**src/rtl/msg_pkg.sv**
```systemverilog
// Shared message-path definitions: tag encodings, default burst lengths, router state.
// Pure definitions; no latency or flow control involved.
package msg_pkg;
    localparam int XB_SIZE_DEF     = 32;
    localparam int APP_DATA_WIDTH  = 256;

    localparam int MSG_TAG_PIXEL   = 0;
    localparam int MSG_TAG_DRAM    = 1;

    localparam int BURST_LEN_PIXEL = 1;
    // One DRAM message carries two app-width beats worth of bus words.
    localparam int BURST_LEN_DRAM  = 2 * APP_DATA_WIDTH / XB_SIZE_DEF;

    typedef enum logic [1:0] {
        RTR_IDLE  = 2'd0,
        RTR_BURST = 2'd1,
        RTR_ERROR = 2'd2
    } rtr_state_t;
endpackage

```
**src/rtl/msg_burst_tracker.sv**
```systemverilog
// Message framing: tracks header/burst/error state and picks the target channel.
// tgt is combinational from state and the head tag; state advances one edge after ack.
module msg_burst_tracker
    import msg_pkg::*;
#(
    parameter int                    N_CH       = 2,
    parameter int                    TAG_W      = 2,
    parameter int                    LEN_W      = 6,
    parameter logic [N_CH*LEN_W-1:0] BURST_LENS = {6'd16, 6'd1}
) (
    input  logic             bus_clk,
    input  logic             reset,
    input  logic             msg_vld,
    input  logic [TAG_W-1:0] tag,
    input  logic             ack,
    output logic [TAG_W-1:0] tgt,
    output logic             tgt_ok,
    output logic             in_burst,
    output logic             error
);
    rtr_state_t       state;
    logic [TAG_W-1:0] lock;
    logic [LEN_W-1:0] remaining;
    logic [LEN_W-1:0] hdr_len;

    assign tgt    = (state == RTR_BURST) ? lock : tag;
    assign tgt_ok = 32'(tgt) < N_CH;

    // A zero length field is treated as a single-word message.
    always_comb begin
        hdr_len = LEN_W'(1);
        for (int c = 0; c < N_CH; c++) begin
            if (TAG_W'(c) == tag && BURST_LENS[c*LEN_W +: LEN_W] != '0)
                hdr_len = BURST_LENS[c*LEN_W +: LEN_W];
        end
    end

    always_ff @(posedge bus_clk or posedge reset) begin
        if (reset) begin
            state     <= RTR_IDLE;
            lock      <= '0;
            remaining <= '0;
            in_burst  <= 1'b0;
            error     <= 1'b0;
        end else begin
            case (state)
                RTR_IDLE: begin
                    if (ack) begin
                        if (hdr_len > LEN_W'(1)) begin
                            lock      <= tag;
                            remaining <= hdr_len - LEN_W'(1);
                            state     <= RTR_BURST;
                            in_burst  <= 1'b1;
                        end
                    end else if (msg_vld && !tgt_ok) begin
                        state <= RTR_ERROR;
                        error <= 1'b1;
                    end
                end
                RTR_BURST: begin
                    if (ack) begin
                        if (remaining == LEN_W'(1)) begin
                            remaining <= '0;
                            state     <= RTR_IDLE;
                            in_burst  <= 1'b0;
                        end else begin
                            remaining <= remaining - LEN_W'(1);
                        end
                    end
                end
                default: begin
                    state    <= RTR_ERROR;
                    in_burst <= 1'b0;
                    error    <= 1'b1;
                end
            endcase
        end
    end
endmodule

```
**src/rtl/pc_msg_router.sv**
```systemverilog
// Steers PC message words into per-channel FIFOs; ack is combinational, write/data 1 cycle later.
// Stalls while the target channel's almost_full is high, even mid-burst; other channels never stall it.
module pc_msg_router
    import msg_pkg::*;
#(
    parameter int                    XB_SIZE    = XB_SIZE_DEF,
    parameter int                    N_CH       = 2,
    parameter int                    TAG_W      = 2,
    parameter int                    LEN_W      = 6,
    parameter logic [N_CH*LEN_W-1:0] BURST_LENS = {6'(BURST_LEN_DRAM), 6'(BURST_LEN_PIXEL)},
    parameter int                    CNT_W      = 16
) (
    input  logic                  bus_clk,
    input  logic                  reset,
    input  logic                  pc_msg_empty,
    output logic                  pc_msg_ack,
    input  logic [XB_SIZE-1:0]    pc_msg,
    input  logic [N_CH-1:0]       ch_full,
    output logic [N_CH-1:0]       ch_wren,
    output logic [XB_SIZE-1:0]    ch_data,
    output logic                  in_burst,
    output logic                  error,
    output logic [N_CH*CNT_W-1:0] ch_word_cnt
);
    logic [TAG_W-1:0] tgt;
    logic             tgt_ok;
    logic             full_sel;
    logic [CNT_W-1:0] cnt [N_CH];

    msg_burst_tracker #(
        .N_CH       (N_CH),
        .TAG_W      (TAG_W),
        .LEN_W      (LEN_W),
        .BURST_LENS (BURST_LENS)
    ) u_tracker (
        .bus_clk  (bus_clk),
        .reset    (reset),
        .msg_vld  (!pc_msg_empty),
        .tag      (pc_msg[TAG_W-1:0]),
        .ack      (pc_msg_ack),
        .tgt      (tgt),
        .tgt_ok   (tgt_ok),
        .in_burst (in_burst),
        .error    (error)
    );

    always_comb begin
        full_sel = 1'b0;
        for (int c = 0; c < N_CH; c++) begin
            if (TAG_W'(c) == tgt)
                full_sel = ch_full[c];
        end
    end

    assign pc_msg_ack = !pc_msg_empty && !error && tgt_ok && !full_sel;

    always_ff @(posedge bus_clk or posedge reset) begin
        if (reset) begin
            ch_wren <= '0;
            ch_data <= '0;
            for (int c = 0; c < N_CH; c++)
                cnt[c] <= '0;
        end else begin
            ch_wren <= '0;
            if (pc_msg_ack) begin
                ch_data <= pc_msg;
                for (int c = 0; c < N_CH; c++) begin
                    if (TAG_W'(c) == tgt) begin
                        ch_wren[c] <= 1'b1;
                        cnt[c]     <= cnt[c] + CNT_W'(1);
                    end
                end
            end
        end
    end

    for (genvar g = 0; g < N_CH; g++) begin : g_cnt
        assign ch_word_cnt[g*CNT_W +: CNT_W] = cnt[g];
    end
endmodule

```
**config.mk**
```make
export PLATFORM = sky130hd
export DESIGN_NAME = pc_msg_router
export DESIGN_NICKNAME = d
export VERILOG_FILES = /design/src/rtl/msg_pkg.sv /design/src/rtl/msg_burst_tracker.sv /design/src/rtl/pc_msg_router.sv
export SDC_FILE = /design/constraint.sdc
export NUM_CORES = 1
export LEC_CHECK = 0
export BUFFER_PORTS_ARGS = -buffer_cell sky130_fd_sc_hd__buf_2
export CAP_MARGIN = 20
export CORE_ASPECT_RATIO = 1.5
export CORE_MARGIN = 2
export CORE_UTILIZATION = 35
export DETAILED_ROUTE_END_ITERATION = 6
export SYNTH_ARGS = -nofsm -noshare
export SYNTH_HDL_FRONTEND = slang
export SYNTH_SLANG_ARGS = --single-unit
export TNS_END_PERCENT = 30
```
**constraint.sdc**
```tcl
create_clock -name bus_clk -period 3.4 [get_ports bus_clk]
set_clock_uncertainty 0.05 [all_clocks]
set_input_delay 0.68 -clock bus_clk [delete_from_list [all_inputs] [get_ports bus_clk]]
set_output_delay 0.68 -clock bus_clk [all_outputs]
set_load 0.005 [all_outputs]
```
# Word-level counts from Yosys, hierarchy flattened
# Cells that the tools add are included.
# W data, S select, Z words.
[classes]
n_bitwise = 1
n_reduce_logical = 18
mux = 26
n_eq_ne = 12
n_addsub = 4
magnitude_cmp = 2
[ops]
columns = ["op", "count"]
rows = [
  ["$add A16 B1 Y16 const B", 2],
  ["$mux W6", 4],
  ["$mux W2", 7],
  ["$pmux W6 S2", 1],
  ["$reduce_and A4 Y1", 3],
  ["$sub A6 B1 Y6 const B", 2],
  ["$mux W1", 10],
  ["$ne A2 B2 Y1 const B", 4],
  ["$eq A6 B1 Y1 const B", 1],
  ["$gt A6 B1 Y1 const B", 1],
  ["$ne A3 B2 Y1 const B", 2],
  ["$reduce_and A3 Y1", 2],
  ["$mux W5", 1],
  ["$eq A1 B2 Y1 const A", 2],
  ["$logic_and A1 B1 Y1", 4],
  ["$logic_not A1 Y1", 4],
  ["$logic_not A2 Y1", 2],
  ["$ne A2 B1 Y1 const B", 2],
  ["$pmux W1 S2", 2],
  ["$pmux W2 S2", 1],
  ["$reduce_and A2 Y1", 2],
  ["$eq A2 B1 Y1 const B", 1],
  ["$lt A2 B2 Y1 const B", 1],
  ["$reduce_bool A2 Y1", 1],
  ["$not A1 Y1", 1],
]
[word_totals]
elab_cells = 72
register_bits = 78

# Logic depth before layout (Yosys ltp)
[logic_depth]
ltp_word = 9
ltp_mapped = 8

# Cells and area by module
# Synthesis repeated with hierarchy kept, for this count alone.
[unflattened]
cells_unflattened = 269
area_unflattened_um2 = 3395.8
[by_module_without_submodules]
columns = ["mod", "area_per_inst_um2", "cells_each", "instances"]
rows = [
  ["pc_msg_router", 2766.4, 204, 1],
  ["msg_burst_tracker", 629.4, 65, 1],
]

# Worst setup path before layout
# OpenSTA, ideal clock, no wires.
[synth_path]
kind = "register to output"
start = "register u_tracker.state[0]"
end = "output port pc_msg_ack"
slack_ns = 1.055
arrival_time_ns = 1.615
path_stages_with_launch = 7
path_cell_list = "dfrtp_1 -> buf_2 -> nand2b_1 -> buf_2 -> mux2_4 -> a221oi_4 -> buf_6"
[synth_between]
elab_chain_len = 7
[synth_rtl]
columns = ["item", "line", "source"]
rows = [
  ["from (decl)", "msg_burst_tracker.sv:21", "rtr_state_t state;"],
  ["from (signal assigned)", "msg_burst_tracker.sv:40", "state <= RTR_IDLE;"],
  ["from (signal assigned)", "msg_burst_tracker.sv:52", "state <= RTR_BURST;"],
  ["from (signal assigned)", "msg_burst_tracker.sv:56", "state <= RTR_ERROR;"],
  ["$eq A2 B1 Y1 (*)", "msg_burst_tracker.sv:26", "assign tgt = (state == RTR_BURST) ? lock : tag;"],
  ["$mux W2 (*)", "msg_burst_tracker.sv:26", ""],
  ["$logic_not A2 Y1", "pc_msg_router.sv:50", "if (TAG_W'(c) == tgt)"],
  ["$mux W1 (2 in series)", "pc_msg_router.sv:50", ""],
  ["$logic_not A1 Y1", "pc_msg_router.sv:55", "assign pc_msg_ack = !pc_msg_empty && !error && tgt_ok && !full_sel;"],
  ["$logic_and A1 B1 Y1 (*)", "pc_msg_router.sv:55", ""],
  ["to (decl)", "pc_msg_router.sv:16", "output logic pc_msg_ack,"],
]
# Every way passes the cells marked *; elsewhere a longest branch is shown, timed or not.

# Worst setup path after layout
[layout_path]
start = "register u_tracker.state[1]"
end = "output port pc_msg_ack"
# The elaborated chain is that of the path after synthesis.

==> out/qor.csv <==
metric;value;unit
outcome;complete, no violations;
Buf+Inv Stages, Crit Path;2;
I/O pin cnt;106;
Post-CTS Setup Bufs;0;
CTS tree;yes;
CTS max path bufs;2;
Fin Setup TNS;0;ns
# setup viols final;0;
largest net degree at the start of global routing;36;
Mapped Cells;268;
Final Core Density;45.5;%
vias in the first global route;2451;
clk_lat worst skew;0.33;ns
dpl hpwl;5.39;mm
final max-slew violation count;0;
fin crit period;2.89;ns
critical path's top delay family;flip-flops;
drt pass-1 iters;4;
Syn Area/Cell;12.9;µm²
die width;85.1;µm
final hold vios;0;
slowest CP cell;dfrtp_1;
Worst path max stage delay;0.46;ns
die area;10700;µm²
Post-synth top flop;dfrtp_1;
Max VDD drop;0.255;mV
Hold Slack;0.210;ns
part of the cycle the worst path needs;85.0;%
Netlist Area Pre-Place;3450;µm²
Num CTS Buffers;9;
Worst Tran Pin Value;1.04;ns
final net count;421;
Req. time, crit path;2.67;ns
commonest non-fill, non-tap cell in the layout;buf_2;
input/output buffers;105;
H-tree Lvls;3;
pwr/cell area;449;nW/µm²
CP cell instances;nand2b_1 -> mux2_4 -> a221oi_4 -> buf_4 -> buf_2;
routability cong.;0.789;
max-cap viol count;0;
crit start category;flip-flop;
arrival time at the worst endpoint;2.16;ns
Chip Height;126;µm
wire per inst;14.8;µm
Iter 0 DRT Violations;113;
syn_nets;309;
GR Layer Usage met2;24.9;%
commonest non-fill, non-tap cells in the layout;105 x buf_2, 78 x dfrtp_1, 35 x mux2_2;
Synth warnings;0;
initial core utilization;35.9;%
ys async rst share;100;%
critical-path maximum fanout;9;
initial antenna violation count;0;
num rows;44;
clock slew at reported path FFs;0.06;ns
DR vias;2487;
leakage;2.29;nW
GRT met1 Usage;16.3;%
gr busiest metal;met2;
Seq/Total Area, Yosys;56.5;%
fmax;346;MHz
Critical Path End Type;primary output;
Vias/cell;4.98;
count of state elements after synthesis;78;
normalized max-slew margin;29.7;%
GRT overflow;0;
first-pass GRT wire length;12.0;mm
diode count;0;
Crit Path Class;flip-flop to primary output;
Cell variety after synth;46;
Root Buffer;clkbuf_16;
fillers;915;
Area Overhead vs Synth;26.9;%
# DRC;0;
GR Layer Usage met3;3.93;%
Post-synth EDFFs;0;
Core Region;9630;µm²
RSZ-0062 raised after global routing;no;
Hold/Removal Path Class;primary input to async pin;
Hold Buf Count CTS;0;
layout cell share with drive strength beyond 1;44.0;%
CTS sink count;78;
routed wire length;7.39;mm
PostCTS Resize Cnt;0;
Antenna Nets Post-Route;0;
GRT Total Usage;14.3;%
routing by layer:
layer	vias to the layer above	share of wire [%]
li1	1185	-
met1	1230	40
met2	62	53
met3	10	5.5
met4	0	1.8
met5	-	0
area by class of cell:
type | instances | area, µm² | area share [%]
flip-flops and latches | 78 | 1950 | 44.5
multi-input cells | 173 | 1410 | 32.2
repair buffers | 111 | 571 | 13.0
clock buffers | 12 | 256 | 5.85
well taps | 115 | 144 | 3.28
inverters | 7 | 27.5 | 0.628
clock inverters | 3 | 20.0 | 0.457
stage by stage:
step / cell area [µm²] / setup WS [ns] / cells / total power, mW
final: 4380 / 0.509 / 499 / 1.97
after global routing: 4380 / 0.402 / 499 / 2.06
after global placement: 4110 / 0.858 / 484 / 1.10
after detailed placement: 4110 / 0.831 / 484 / 1.11
after CTS: 4380 / 0.474 / 499 / 2.00
after floorplan: 3450 / 0.675 / 268 / 1.04
path summary, 6_finish.rpt:
check	endpoint	cells past startpoint	slack, ns	start
max in group asynchronous	u_tracker.remaining[4]	3	2.36	reset
worst max-delay path	pc_msg_ack	5	0.51	u_tracker.state[1]
min in group bus_clk	ch_word_cnt[31]	1	0.41	ch_word_cnt[31]
worst min-delay path	ch_data[15]	2	0.21	reset
worst min register to register	ch_word_cnt[31]	1	0.41	ch_word_cnt[31]
worst max register to register	u_tracker.remaining[1]	6	0.81	u_tracker.state[1]
Yosys cell counts, types with 2 or more instances:
| library cell | count | area, µm² |
|---|---|---|
| o21ai_0 | 4 | 20.0 |
| and2_1 | 2 | 12.5 |
| mux2_1 | 2 | 22.5 |
| o211ai_1 | 3 | 22.5 |
| a31oi_1 | 2 | 12.5 |
| nand2_1 | 11 | 41.3 |
| nand3_1 | 10 | 50.1 |
| a22o_1 | 2 | 17.5 |
| and4_1 | 3 | 26.3 |
| mux2i_1 | 2 | 20.0 |
| mux2_2 | 35 | 394 |
| buf_2 | 2 | 10.0 |
| xor2_1 | 9 | 78.8 |
| xnor2_1 | 21 | 184 |
| nor3_1 | 5 | 25.0 |
| dfrtp_1 | 78 | 1950 |
| a31o_2 | 2 | 17.5 |
| buf_1 | 2 | 7.51 |
| a2111oi_4 | 2 | 55.1 |
| inv_1 | 7 | 26.3 |
| a21oi_1 | 2 | 10.0 |
| and3_1 | 3 | 18.8 |
| nor4_1 | 6 | 37.5 |
| nor2_1 | 10 | 37.5 |
| ha_1 | 4 | 50.1 |
| buf_4 | 4 | 30.0 |
| nand4_1 | 13 | 81.3 |
| nand2b_1 | 4 | 25.0 |
sequential cells by signal, indices dropped and copies added, names as in the netlist:
signal,flops
u_tracker.error,1
ch_word_cnt,32
u_tracker.in_burst,1
u_tracker.lock,2
u_tracker.state,2
u_tracker.remaining,6
ch_wren,2
ch_data,32
logic make-up after synthesis:
family | Yosys count | synth area share, %
XOR/XNOR | 30 | 7.61
flip-flops | 78 | 56.5
buffers and inverters | 17 | 2.57
AND/OR/NAND/NOR | 75 | 12.0
AO/OA/AOI/OAI | 24 | 6.85
adder cells (fa/ha/maj) | 4 | 1.45
multiplexers | 40 | 13.1
power breakdown:
group	switching (mW)	leakage, nW	internal, mW	total, mW
combinational	0.0574	1.11	0.0579	0.115
clock	0.355	0.131	0.528	0.884
sequential	0.0135	1.05	0.957	0.970
total	0.426	2.29	1.54	1.97
(Power assumes the default switching activity.)
